**config.mk**
```make
export PLATFORM = sky130hd
export DESIGN_NAME = seq_sub_flat
export DESIGN_NICKNAME = d
export VERILOG_FILES = /design/src/rtl/seq_sub_pkg.sv /design/src/rtl/seq_sub_if.sv /design/src/rtl/seq_sub_digit.sv /design/src/rtl/seq_sub.sv /design/src/flat_wrapper.sv
export SDC_FILE = /design/constraint.sdc
export NUM_CORES = 1
export LEC_CHECK = 0
export CAP_MARGIN = 20
export CORE_UTILIZATION = 52
export CTS_CLUSTER_DIAMETER = 80
export CTS_CLUSTER_SIZE = 16
export DETAILED_ROUTE_END_ITERATION = 10
export PLACE_DENSITY = 0.8
export SETUP_SLACK_MARGIN = 0.1
export SKIP_LAST_GASP = 1
export SLEW_MARGIN = 20
export SYNTH_ARGS = -nofsm -noshare
export SYNTH_HDL_FRONTEND = slang
export SYNTH_SLANG_ARGS = --single-unit
```
**constraint.sdc**
```tcl
create_clock -name clk -period 2.93 [get_ports clk]
set_clock_uncertainty 0.05 [all_clocks]
set_input_delay 0.4395 -clock clk [delete_from_list [all_inputs] [get_ports clk]]
set_output_delay 0.4395 -clock clk [all_outputs]
set_load 0.05 [all_outputs]
```
**src/rtl/seq_sub_pkg.sv**
```systemverilog
// Shared types and sizing helpers for the digit-serial subtractor.
package seq_sub_pkg;

    typedef enum logic [1:0] {
        IDLE = 2'd0,
        RUN  = 2'd1,
        DONE = 2'd2
    } state_e;

    // Number of DIGIT-wide slices in a WIDTH-bit operand.
    function automatic int ndig(input int width, input int digit);
        return width / digit;
    endfunction

    // Slice counter width; never narrower than one bit.
    function automatic int cnt_w(input int n);
        return (n <= 1) ? 1 : $clog2(n);
    endfunction

endpackage

```
**src/rtl/seq_sub_if.sv**
```systemverilog
// Request/result bundle between a client and the serial subtractor.
interface seq_sub_if #(
    parameter int WIDTH = 16
);
    logic             start;
    logic [WIDTH-1:0] a;
    logic [WIDTH-1:0] b;
    logic             bin;
    logic             busy;
    logic             done;
    logic [WIDTH-1:0] diff;
    logic             bout;
    logic             zero;

    modport master (
        output start, a, b, bin,
        input  busy, done, diff, bout, zero
    );

    modport slave (
        input  start, a, b, bin,
        output busy, done, diff, bout, zero
    );
endinterface

```
**src/rtl/seq_sub_digit.sv**
```systemverilog
// DIGIT-bit combinational subtract slice: {bo, d} = x - y - bi.
module sub_digit #(
    parameter int DIGIT = 4
) (
    input  logic [DIGIT-1:0] x,
    input  logic [DIGIT-1:0] y,
    input  logic             bi,
    output logic [DIGIT-1:0] d,
    output logic             bo
);
    logic [DIGIT:0] br;

    assign br[0] = bi;

    // Ripple of full-subtract cells, LSB first.
    for (genvar i = 0; i < DIGIT; i++) begin : g_cell
        assign d[i]    = x[i] ^ y[i] ^ br[i];
        assign br[i+1] = (~x[i] & y[i]) | (~(x[i] ^ y[i]) & br[i]);
    end

    assign bo = br[DIGIT];
endmodule

```
**src/rtl/seq_sub.sv**
```systemverilog
// Digit-serial subtractor: diff = a - b - bin, DIGIT bits per clock, LSB first.
module seq_sub
    import seq_sub_pkg::*;
#(
    parameter int WIDTH = 16,
    parameter int DIGIT = 4
) (
    input  logic       clk,
    input  logic       rst_n,
    seq_sub_if.slave   bus
);
    localparam int NDIG = ndig(WIDTH, DIGIT);
    localparam int CW   = cnt_w(NDIG);

    state_e           state_q, state_d;
    logic [WIDTH-1:0] a_q, a_d;
    logic [WIDTH-1:0] b_q, b_d;
    logic [WIDTH-1:0] res_q, res_d;
    logic             brw_q, brw_d;
    logic [CW-1:0]    cnt_q, cnt_d;
    logic [WIDTH-1:0] diff_q, diff_d;
    logic             bout_q, bout_d;
    logic             zero_q, zero_d;

    logic [DIGIT-1:0] dig_d;
    logic             dig_bo;
    logic [WIDTH-1:0] res_asm;
    logic             last;

    sub_digit #(.DIGIT(DIGIT)) u_dig (
        .x  (a_q[DIGIT-1:0]),
        .y  (b_q[DIGIT-1:0]),
        .bi (brw_q),
        .d  (dig_d),
        .bo (dig_bo)
    );

    // Result so far with this cycle's slice shifted in from the MSB end;
    // on the final slice this is the complete difference.
    assign res_asm = (res_q >> DIGIT) | (WIDTH'(dig_d) << (WIDTH - DIGIT));
    assign last    = (cnt_q == CW'(NDIG - 1));

    // Next-state, datapath shift and result-load decisions.
    always_comb begin
        state_d = state_q;
        a_d     = a_q;
        b_d     = b_q;
        res_d   = res_q;
        brw_d   = brw_q;
        cnt_d   = cnt_q;
        diff_d  = diff_q;
        bout_d  = bout_q;
        zero_d  = zero_q;

        case (state_q)
            RUN: begin
                a_d   = a_q >> DIGIT;
                b_d   = b_q >> DIGIT;
                res_d = res_asm;
                brw_d = dig_bo;
                cnt_d = cnt_q + 1'b1;
                if (last) begin
                    diff_d  = res_asm;
                    bout_d  = dig_bo;
                    zero_d  = (res_asm == '0);
                    state_d = DONE;
                end
            end
            IDLE, DONE: begin
                // Results persist across a new start; only the working
                // registers are reloaded.
                if (bus.start) begin
                    a_d     = bus.a;
                    b_d     = bus.b;
                    brw_d   = bus.bin;
                    res_d   = '0;
                    cnt_d   = '0;
                    state_d = RUN;
                end else begin
                    state_d = IDLE;
                end
            end
            default: state_d = IDLE;
        endcase
    end

    // State and datapath registers; reset aborts any operation in flight.
    always_ff @(posedge clk or negedge rst_n) begin
        if (!rst_n) begin
            state_q <= IDLE;
            a_q     <= '0;
            b_q     <= '0;
            res_q   <= '0;
            brw_q   <= 1'b0;
            cnt_q   <= '0;
            diff_q  <= '0;
            bout_q  <= 1'b0;
            zero_q  <= 1'b0;
        end else begin
            state_q <= state_d;
            a_q     <= a_d;
            b_q     <= b_d;
            res_q   <= res_d;
            brw_q   <= brw_d;
            cnt_q   <= cnt_d;
            diff_q  <= diff_d;
            bout_q  <= bout_d;
            zero_q  <= zero_d;
        end
    end

    assign bus.busy = (state_q == RUN);
    assign bus.done = (state_q == DONE);
    assign bus.diff = diff_q;
    assign bus.bout = bout_q;
    assign bus.zero = zero_q;
endmodule

```
**src/flat_wrapper.sv**
```systemverilog
// flat-port wrapper written by rule: the top's interface ports become plain ports
module seq_sub_flat import seq_sub_pkg::*;
#(
    parameter int WIDTH = 16,
    parameter int DIGIT = 4
)
  (clk, rst_n, bus_start, bus_a, bus_b, bus_bin, bus_busy, bus_done, bus_diff, bus_bout, bus_zero);
  seq_sub_if #(.WIDTH(WIDTH)) bus_i ();
  input  logic clk;
  input  logic rst_n;
  input wire logic [$bits(bus_i.start)-1:0] bus_start;
  input wire logic [$bits(bus_i.a)-1:0] bus_a;
  input wire logic [$bits(bus_i.b)-1:0] bus_b;
  input wire logic [$bits(bus_i.bin)-1:0] bus_bin;
  output wire logic [$bits(bus_i.busy)-1:0] bus_busy;
  output wire logic [$bits(bus_i.done)-1:0] bus_done;
  output wire logic [$bits(bus_i.diff)-1:0] bus_diff;
  output wire logic [$bits(bus_i.bout)-1:0] bus_bout;
  output wire logic [$bits(bus_i.zero)-1:0] bus_zero;
  assign bus_i.start = bus_start;
  assign bus_i.a = bus_a;
  assign bus_i.b = bus_b;
  assign bus_i.bin = bus_bin;
  assign bus_busy = bus_i.busy;
  assign bus_done = bus_i.done;
  assign bus_diff = bus_i.diff;
  assign bus_bout = bus_i.bout;
  assign bus_zero = bus_i.zero;
  seq_sub #(.WIDTH(WIDTH), .DIGIT(DIGIT)) u_core (.clk(clk), .rst_n(rst_n), .bus(bus_i));
endmodule
```
After elaboration in Yosys (flattened, before gate mapping) --
Cells that the tools add are included.
Cells by class: add/subtract/negate cells 1, eq/ne operators 5, multiplexer cells 13, bitwise operators 29, reductions and logical operators 6
Operators with widths (number):
- 16-bit one-hot mux with 2 select lines | 3
- 16-bit two-way mux | 3
- 16-bit zero test | 1
- 12-bit by 16-bit OR with 16-bit output | 1
- 1-bit AND | 8
- 1-bit inverter | 8
- 2-bit one-hot mux with 2 select lines | 2
- 1-bit XOR | 8
- 2-bit == test, second input constant | 2
- 2-bit two-way mux | 2
- 1-bit OR | 4
- 2-bit AND reduction | 2
- 2-bit by 1-bit adder with 2-bit output, second input constant | 1
- 2-bit by 1-bit == test with 1-bit output, second input constant | 1
- 2-bit zero test | 1
- 1-bit two-way mux | 2
- 2-bit by 1-bit inequality test with 1-bit output, second input constant | 1
- 2-bit inequality test, second input constant | 1
- 1-bit one-hot mux with 2 select lines | 1
- 2-bit nonzero test | 1
- 2-bit OR reduction | 1
Word-level totals: flip-flop bits (word level) 71, bits of input ports 36, logic and storage cells 63

Depth between registers and ports, before layout --
Gate-level depths: netlist of the first run.
depth after elaboration 11, mapped depth 10, gate-level depth less buffers 10

Cells and area by module --
From an unflattened synthesis of the first run, not the netlist that was laid out.
Unflattened totals: cell total of the unflattened synthesis 248, area total of the unflattened synthesis 2989.1 µm²
By module, submodules not included:
- seq_sub | times used 1, cells an instance 234, area each 2871.5 µm²
- sub_digit | times used 1, cells an instance 14, area each 117.6 µm²

Worst setup path before layout of the first run --
Ideal clock, no wire load.
path kind reg2reg, start point register u_core.brw_q, end point register u_core.zero_q (netlist: u_core.bus.zero), library setup time 0.083 ns, data arrival time 2.434 ns, setup slack 0.363 ns, cell stages (with the launch flop) 11, buffers on the path 0, path through dfrtp_1 -> inv_1 -> fa_1 -> inv_1 -> fa_1 -> fa_1 -> inv_1 -> fa_1 -> nor4b_1 -> nand4_1 -> o21ai_0
On the way: cells in the longest elaborated chain, start to end 9, elaborated cells on any way between the ends 12, those cells by class bitwise: 11; reduce/logical: 1
Ends and longest elaborated chain:
- start, declared | RTL line seq_sub.sv:19 | logic brw_q, brw_d;
- start signal, assigned | RTL line seq_sub.sv:104 | brw_q <= brw_d;
- 1-bit AND | RTL line seq_sub_digit.sv:18 | assign br[i+1] = (~x[i] & y[i]) | (~(x[i] ^ y[i]) & br[i]);
- 1-bit OR | RTL line seq_sub_digit.sv:18
- 1-bit AND | RTL line seq_sub_digit.sv:18
- 1-bit OR | RTL line seq_sub_digit.sv:18
- 1-bit AND | RTL line seq_sub_digit.sv:18
- 1-bit OR | RTL line seq_sub_digit.sv:18
- 1-bit XOR | RTL line seq_sub_digit.sv:17 | assign d[i] = x[i] ^ y[i] ^ br[i];
- net u_core.dig_d[3] | RTL line seq_sub.sv:25 | logic [DIGIT-1:0] dig_d;
- 12-bit by 16-bit OR with 16-bit output | RTL line seq_sub.sv:40 | assign res_asm = (res_q >> DIGIT) | (WIDTH'(dig_d) << (WIDTH - DIGIT));
- 16-bit zero test | RTL line seq_sub.sv:65 | zero_d = (res_asm == '0);
- end signal, assigned | RTL line seq_sub.sv:108 | zero_q <= zero_d;
- end, declared | RTL line seq_sub.sv:23 | logic zero_q, zero_d;
The timed path passes the listed nets, and every way through them passes these cells. A chain may end at the register's enable or synchronous reset.

Final worst setup path of the first run --
Ends and elaborated chain as after synthesis.

==> impl_results.md, run 1 <==
* Crit path DAT at 2.90 ns
* Outcome: complete, no violations
* Skew-Pair Late Insertion Delay at 0.34 ns
* Slew @ Worst Pin at 0.6710 ns
* Largest family of logic cells by synthesized area: multiplexers
* Clk buf depth at 2
* Commonest cells after routing, fill and taps aside: dfrtp_1 (66), clkdlybuf4s50_1 (53), o21ai_0 (39)
* Hold Crit Class: input pin to async pin
* Fmax at 0.3721 GHz
* RSZ-0062 raised after global routing: false
* XOR/XNOR Fraction of Synth Area at 0%
* Initial Utilization at 54.21%
* Critical path peak fanout at 3
* CTS tree: done
* PwrDens at 1202 nW/um^2
* Endpoints failing setup at 0
* DR iter-0 viols at 202
* #FFs+latches synth at 67
* Syn Std Cell Area at 2985 um^2
* PostCTS Resize Cnt at 0
* Setup Buffers After CTS at 0
* Largest net degree at the start of global routing at 38
* Layout cells sized above 1 at 10.68%
* Vias per inst at 5.533
* First-pass GRT wire length at 10.58 mm
* Sequential area share after synthesis at 56.16%
* Fill count at 421
* Post-Syn Nets at 291
* Critical Path RT at 3.14 ns
* I/O Buffers at 55
* Post-CTS Hold Buffers at 0
* Die X at 77.77 um
* Area share of fa/ha/maj cells after synthesis at 3.101%
* Post-DR wirelength/cell at 15.65 um
* Final nets at 345
* DRC Markers at 0
* Post-synth top area share at 56.16%
* Setup crit end kind: flop
* Leakage at 1.756 nW
* Final Slew Violations at 0
* Row count at 27
* Final worst-path cycle share at 91.72%
* Final Hold Viols at 0
* Synth Area in Compound Gates at 10.69%
* Initial antenna violation count at 0
* Setup TNS at 0 ns
* Clock sinks at 67
* Post-Synth Simple-Gate Area at 8.885%
* VDD IR max at 0.5513 mV
* R2R depth at 10
* Avg Cell Area, Syn at 11.94 um^2
* Core ar. at 5507 um^2
* Crit path time final at 2.687 ns
* R2R Setup Slk at 0.24 ns
* Diodes inserted at 0
* Drt pass-1 iters at 4
* Worst slew margin at 55.27%
* Root Buffer: clkbuf_8
* Routed WL at 5.964 mm
* Total grt overflow at 0
* Critical path launch point type: flop
* Syn-to-layout area delta at 27.91%
* Detail Route Antenna Nets at 0
* Count of cell types in the netlist at 27
* CTS H-tree depth at 3
* Clk pin slew, worst setup/hold paths at 0.07 ns
* TritonCTS buffer count at 9
* GP Congestion at 0.7852
* Mux share of post-synthesis cell area at 16.01%
* Max-Cap Viols at 0
* Most common cell after layout, fill and taps aside: dfrtp_1
* Die Ht at 77.77 um
* Number of global-route vias before repair at 2,197
* Dpl hpwl at 4.060 mm
* Top-Level Pins at 56
* Synth area leader: dfrtp_1
* YS warnings at 0
* Tot GR Track Use at 22.73%
* Die ar. at 6048 um^2
* Mapped Cells at 250
* Post-Place Cell Area at 3585 um^2
* Post-route cell area at 3819 um^2
* Vias after detailed routing at 2,108
* Crit path kind: flop to flop
* Most area-consuming cells after synthesis: dfrtp_1 (56%), mux2i_1 (11%), o21ai_0 (6.5%)
==> cells by family after synthesis <==
family / Yosys count
flip-flops: 67
AND/OR/NAND/NOR: 49
multiplexers: 46
adder cells (fa/ha/maj): 5
AO/OA/AOI/OAI: 54
buffers and inverters: 29
==> flip-flops by register name (all words and copies together), names as in the netlist <==
register / cells
u_core.state_q: 2
u_core.brw_q: 1
u_core.bus.bout: 1
u_core.bus.zero: 1
u_core.bus.diff: 16
u_core.cnt_q: 2
u_core.b_q: 16
u_core.a_q: 16
u_core.res_q: 12
==> final timing paths <==
check | start | end
worst max-delay path | u_core.brw_q$_DFFE_PN0P_ | u_core.bus.zero$_DFFE_PN0P_
worst min-delay path | rst_n | u_core.bus.diff[4]$_DFFE_PN0P_
worst max register to register | u_core.brw_q$_DFFE_PN0P_ | u_core.bus.zero$_DFFE_PN0P_
worst min register to register | u_core.bus.bout$_DFFE_PN0P_ | u_core.bus.bout$_DFFE_PN0P_
max in group asynchronous | rst_n | u_core.state_q[0]$_DFFE_PN0P_
min in group clk | u_core.bus.bout$_DFFE_PN0P_ | u_core.bus.bout$_DFFE_PN0P_
==> worst max-delay path, stage by stage (launching register included) <==
cell and delay (ns):
dfrtp_1 0.38, inv_1 0.08, fa_1 0.16, inv_1 0.05, fa_1 0.44, fa_1 0.42, inv_1 0.08, fa_1 0.44
nor4b_2 0.24, nand4_1 0.11, o21ai_0 0.15
==> per-stage QoR <==
stage          cells  power, mW  hold slack, ns  worst slack [ns]  utilization (%)
2_1_floorplan    250      3.106         0.09391            0.3632                -
3_3_place_gp     365      3.660          0.4133            0.2885            65.10
3_5_place_dp     365      3.719          0.4306            0.1877            65.10
4_1_cts          381      4.598          0.1004            0.1564            69.23
5_1_grt          381      4.885          0.1498            0.1078            69.35
6_report         381      4.591         0.08415            0.2426            69.35
==> cell type report <==
| cell class | instances | area, um^2 | share of cell area [%] |
|---|---|---|---|
| Sequential cell | 67 | 1678 | 43.94 |
| Multi-Input combinational cell | 154 | 1165 | 30.50 |
| Timing Repair Buffer | 62 | 620.6 | 16.25 |
| Clock buffer | 12 | 155.1 | 4.063 |
| Tap cell | 72 | 90.09 | 2.359 |
| Clock inverter | 4 | 72.57 | 1.900 |
| Inverter | 10 | 37.54 | 0.9830 |
==> layer usage <==
layer	vias to the layer above	global-route usage (%)	share of wire, %
li1	990	-	-
met1	1043	29.85	46
met2	65	35.84	47
met3	10	4.824	5.0
met4	0	11.13	1.9
met5	-	0	0
==> synth_stat cells, drive strengths merged <==
| cell | count |
|---|---|
| dfrtp | 67 |
| o21ai | 39 |
| mux2i | 32 |
| nand3 | 26 |
| buf | 15 |
| mux2 | 14 |
| nand2 | 12 |
| a22o | 11 |
| inv | 10 |
| clkbuf | 4 |
| fa | 4 |
| a21oi | 2 |
| nand2b | 2 |
| nor2b | 2 |
| nor4 | 2 |
| nor4b | 2 |
| o2bb2ai | 2 |
| and2 | 1 |
| ha | 1 |
| nand3b | 1 |
| nand4 | 1 |
==> power breakdown <==
| group | switching, mW | total, mW | internal (mW) |
|---|---|---|---|
| Clock | 0.344 | 0.869 | 0.525 |
| Combinational | 1.18 | 2.06 | 0.872 |
| Sequential | 0.339 | 1.67 | 1.33 |
| Total | 1.87 | 4.59 | 2.72 |
(Power assumes the default switching activity.)
==> run 2: changes to the inputs <==
--- a/config.mk
+++ b/config.mk
@@ -6,11 +6,14 @@
 export NUM_CORES = 1
 export LEC_CHECK = 0
 export CAP_MARGIN = 20
-export CORE_UTILIZATION = 52
+export CELL_PAD_IN_SITES_DETAIL_PLACEMENT = 0
+export CELL_PAD_IN_SITES_GLOBAL_PLACEMENT = 1
+export CORE_UTILIZATION = 43
+export CTS_BUF_LIST = sky130_fd_sc_hd__clkbuf_2 sky130_fd_sc_hd__clkbuf_4 sky130_fd_sc_hd__clkbuf_8
 export CTS_CLUSTER_DIAMETER = 80
 export CTS_CLUSTER_SIZE = 16
 export DETAILED_ROUTE_END_ITERATION = 10
-export PLACE_DENSITY = 0.8
+export PLACE_DENSITY_LB_ADDON = 0.1
 export SETUP_SLACK_MARGIN = 0.1
 export SKIP_LAST_GASP = 1
 export SLEW_MARGIN = 20
==> impl_results.md, run 2 (same netlist as run 1, synthesis figures left out) <==
* Max-Cap Viols at 0 (unchanged)
* Met2 WL at 2.798 mm (-0.50%)
* Endpoints failing setup at 0 (unchanged)
* Largest net degree at the start of global routing at 68 (+79%)
* Final std cells w/o fill at 390 (+2.4%)
* Fill count at 610 (+45%)
* Initial antenna violation count at 0 (unchanged)
* Die Ht at 85.32 um (+9.7%)
* GP Congestion at 0.7058 (-10%)
* Root Buffer: clkbuf_8
* VDD IR max at 0.3973 mV (-28%)
* Detail Route Antenna Nets at 0 (unchanged)
* Critical Path RT at 3.15 ns (about the same)
* Layout cells sized above 1 at 11.94% (+1.3 points)
* CTS tree: done
* Initial Utilization at 44.19% (-10 points)
* Drt pass-1 iters at 4 (unchanged)
* Syn-to-layout area delta at 28.33%
* Cell Count Post-Placement at 373 (+2.2%)
* Setup TNS at 0 ns (unchanged)
* PwrDens at 1206 nW/um^2 (+0.28%)
* First-pass GRT wire length at 10.17 mm (-3.8%)
* CP peak stage delay at 0.47 ns (+0.03 ns)
* Skew-Pair Late Insertion Delay at 0.35 ns (about the same)
* Launching point of the worst reg2reg path: u_core.b_q[0]$_DFFE_PN0P_
* CTS H-tree depth at 3 (unchanged)
* Reg2reg end: u_core.bus.zero$_DFFE_PN0P_
* PnR Total Power at 4.619 mW (+0.61%)
* Vias per inst at 5.287 (-4.4%)
* Top layer in use: met4
* Top-Level Pins at 56 (unchanged)
* Commonest cells after routing, fill and taps aside: dfrtp_1 (66), clkdlybuf4s50_1 (53), o21ai_0 (38)
* Storage cell area at 1678 um^2 (unchanged)
* Critical path peak fanout at 3 (unchanged)
* DR iter-0 viols at 88 (-56%)
* Outcome: complete, no violations
* Number of global-route vias before repair at 2,060 (-6.2%)
* Final worst-path cycle share at 91.92% (+0.19 points)
* Met1 Wirelength at 2.906 mm (+6.0%)
* Total grt overflow at 0 (unchanged)
* Critical path launch point type: flop
* Clk pin slew, worst setup/hold paths at 0.07 ns (about the same)
* CP max stage cell: fa_1
* Worst slew margin at 62.98% (+7.7 points)
* Crit path DAT at 2.91 ns (about the same)
* Final Hold Viols at 0 (unchanged)
* Die X at 85.32 um (+9.7%)
* Pre-CTS setup slack at 0.1634 ns (-0.02429 ns)
* Clock sinks at 67 (unchanged)
* Vias after detailed routing at 2,062 (-2.2%)
* Post-Place Cell Area at 3595 um^2 (+0.28%)
* Worst path most repeated cell: fa_1
* Crit path kind: flop to flop
* Clk buf depth at 2 (unchanged)
* Row count at 30 (+11%)
* Routed WL at 6.061 mm (+1.6%)
* Final hold slack at 0.04826 ns (-0.03589 ns)
* Tot GR Track Use at 18.65% (-4.1 points)
* Final core area utilization at 56.70% (-13 points)
* RSZ-0062 raised after global routing: false
* Slew @ Worst Pin at 0.5553 ns (-0.1156 ns)
* Fmax at 0.3713 GHz (-0.21%)
* Cell Chain, Critical Path: inv_1 > fa_1 > inv_1 > fa_2 > fa_1 > inv_2 > fa_1 > nor4b_2 > nand4_1 > o21ai_1
* Crit path time final at 2.693 ns (+0.005678 ns)
* Setup crit end kind: flop
* Post-DR wirelength/cell at 15.54 um (-0.72%)
* Post-route cell area at 3831 um^2 (+0.33%)
* Multi-input logic area at 1167 um^2 (+0.21%)
* Worst setup margin at 0.2369 ns (-0.005678 ns)
* TritonCTS buffer count at 9 (unchanged)
* DRC Markers at 0 (unchanged)
* Most common cell after layout, fill and taps aside: dfrtp_1
* Dpl hpwl at 4.012 mm (-1.2%)
* Hold Crit Class: input pin to async pin
* Final nets at 346 (+0.29%)
* Core ar. at 6756 um^2 (+23%)
* Final Slew Violations at 0 (unchanged)
* R2R Setup Slk at 0.24 ns (about the same)
* Diodes inserted at 0 (unchanged)
* R2R depth at 10 (unchanged)
* I/O Buffers at 55 (unchanged)
* Die ar. at 7280 um^2 (+20%)
* Leakage at 1.753 nW (-0.22%)
* Met3 routed WL at 215 um (-28%)
==> run 2: where the power goes <==
group / internal (mW) / switching, mW
Combinational: 0.912 / 1.27
Clock: 0.490 / 0.361
Sequential: 1.33 / 0.256
==> run 2: how the worst max path moves through the flow <==
stage,start,to,slack [ns],cells past startpoint
finish,u_core.b_q[0]$_DFFE_PN0P_,u_core.bus.zero$_DFFE_PN0P_,0.24,10
global route,u_core.b_q[0]$_DFFE_PN0P_,u_core.bus.zero$_DFFE_PN0P_,0.09,10
CTS,u_core.b_q[0]$_DFFE_PN0P_,u_core.bus.zero$_DFFE_PN0P_,0.14,10
detailed placement,u_core.b_q[0]$_DFFE_PN0P_,u_core.bus.zero$_DFFE_PN0P_,0.16,10
global placement,u_core.brw_q$_DFFE_PN0P_,u_core.bus.zero$_DFFE_PN0P_,0.26,10
floorplan,u_core.brw_q$_DFFE_PN0P_,u_core.bus.zero$_DFFE_PN0P_,0.36,10
==> run 2: final cells by class <==
class	count	area share (%)
clock buffer	10	3.429
clock inverter	6	2.319
inverter	10	0.9798
multi-input combinational	154	30.47
sequential	67	43.79
tap	80	2.613
timing repair buffer	63	16.39
==> run 2: worst max-delay path: cells and delay by family, from the launching register on <==
kind,cells,cell delay [ns]
flops,1,0.38
compound gates,1,0.12
fa+ha+maj,4,1.46
buf+inv,3,0.21
simple gates,2,0.39
==> run 2: repair_timing <==
action	in CTS	in global routing
buffers inserted	0	1
resized for setup	0	4
endpoints found under the setup margin	0	1
hold buffers	0	0
==> run 2: metal layers <==
| layer | vias to the layer above | GRT usage, % |
|---|---|---|
| li1 | 1000 | - |
| met1 | 1008 | 24.51 |
| met2 | 44 | 29.40 |
| met3 | 10 | 3.891 |
| met4 | 0 | 9.545 |
| met5 | - | 0 |
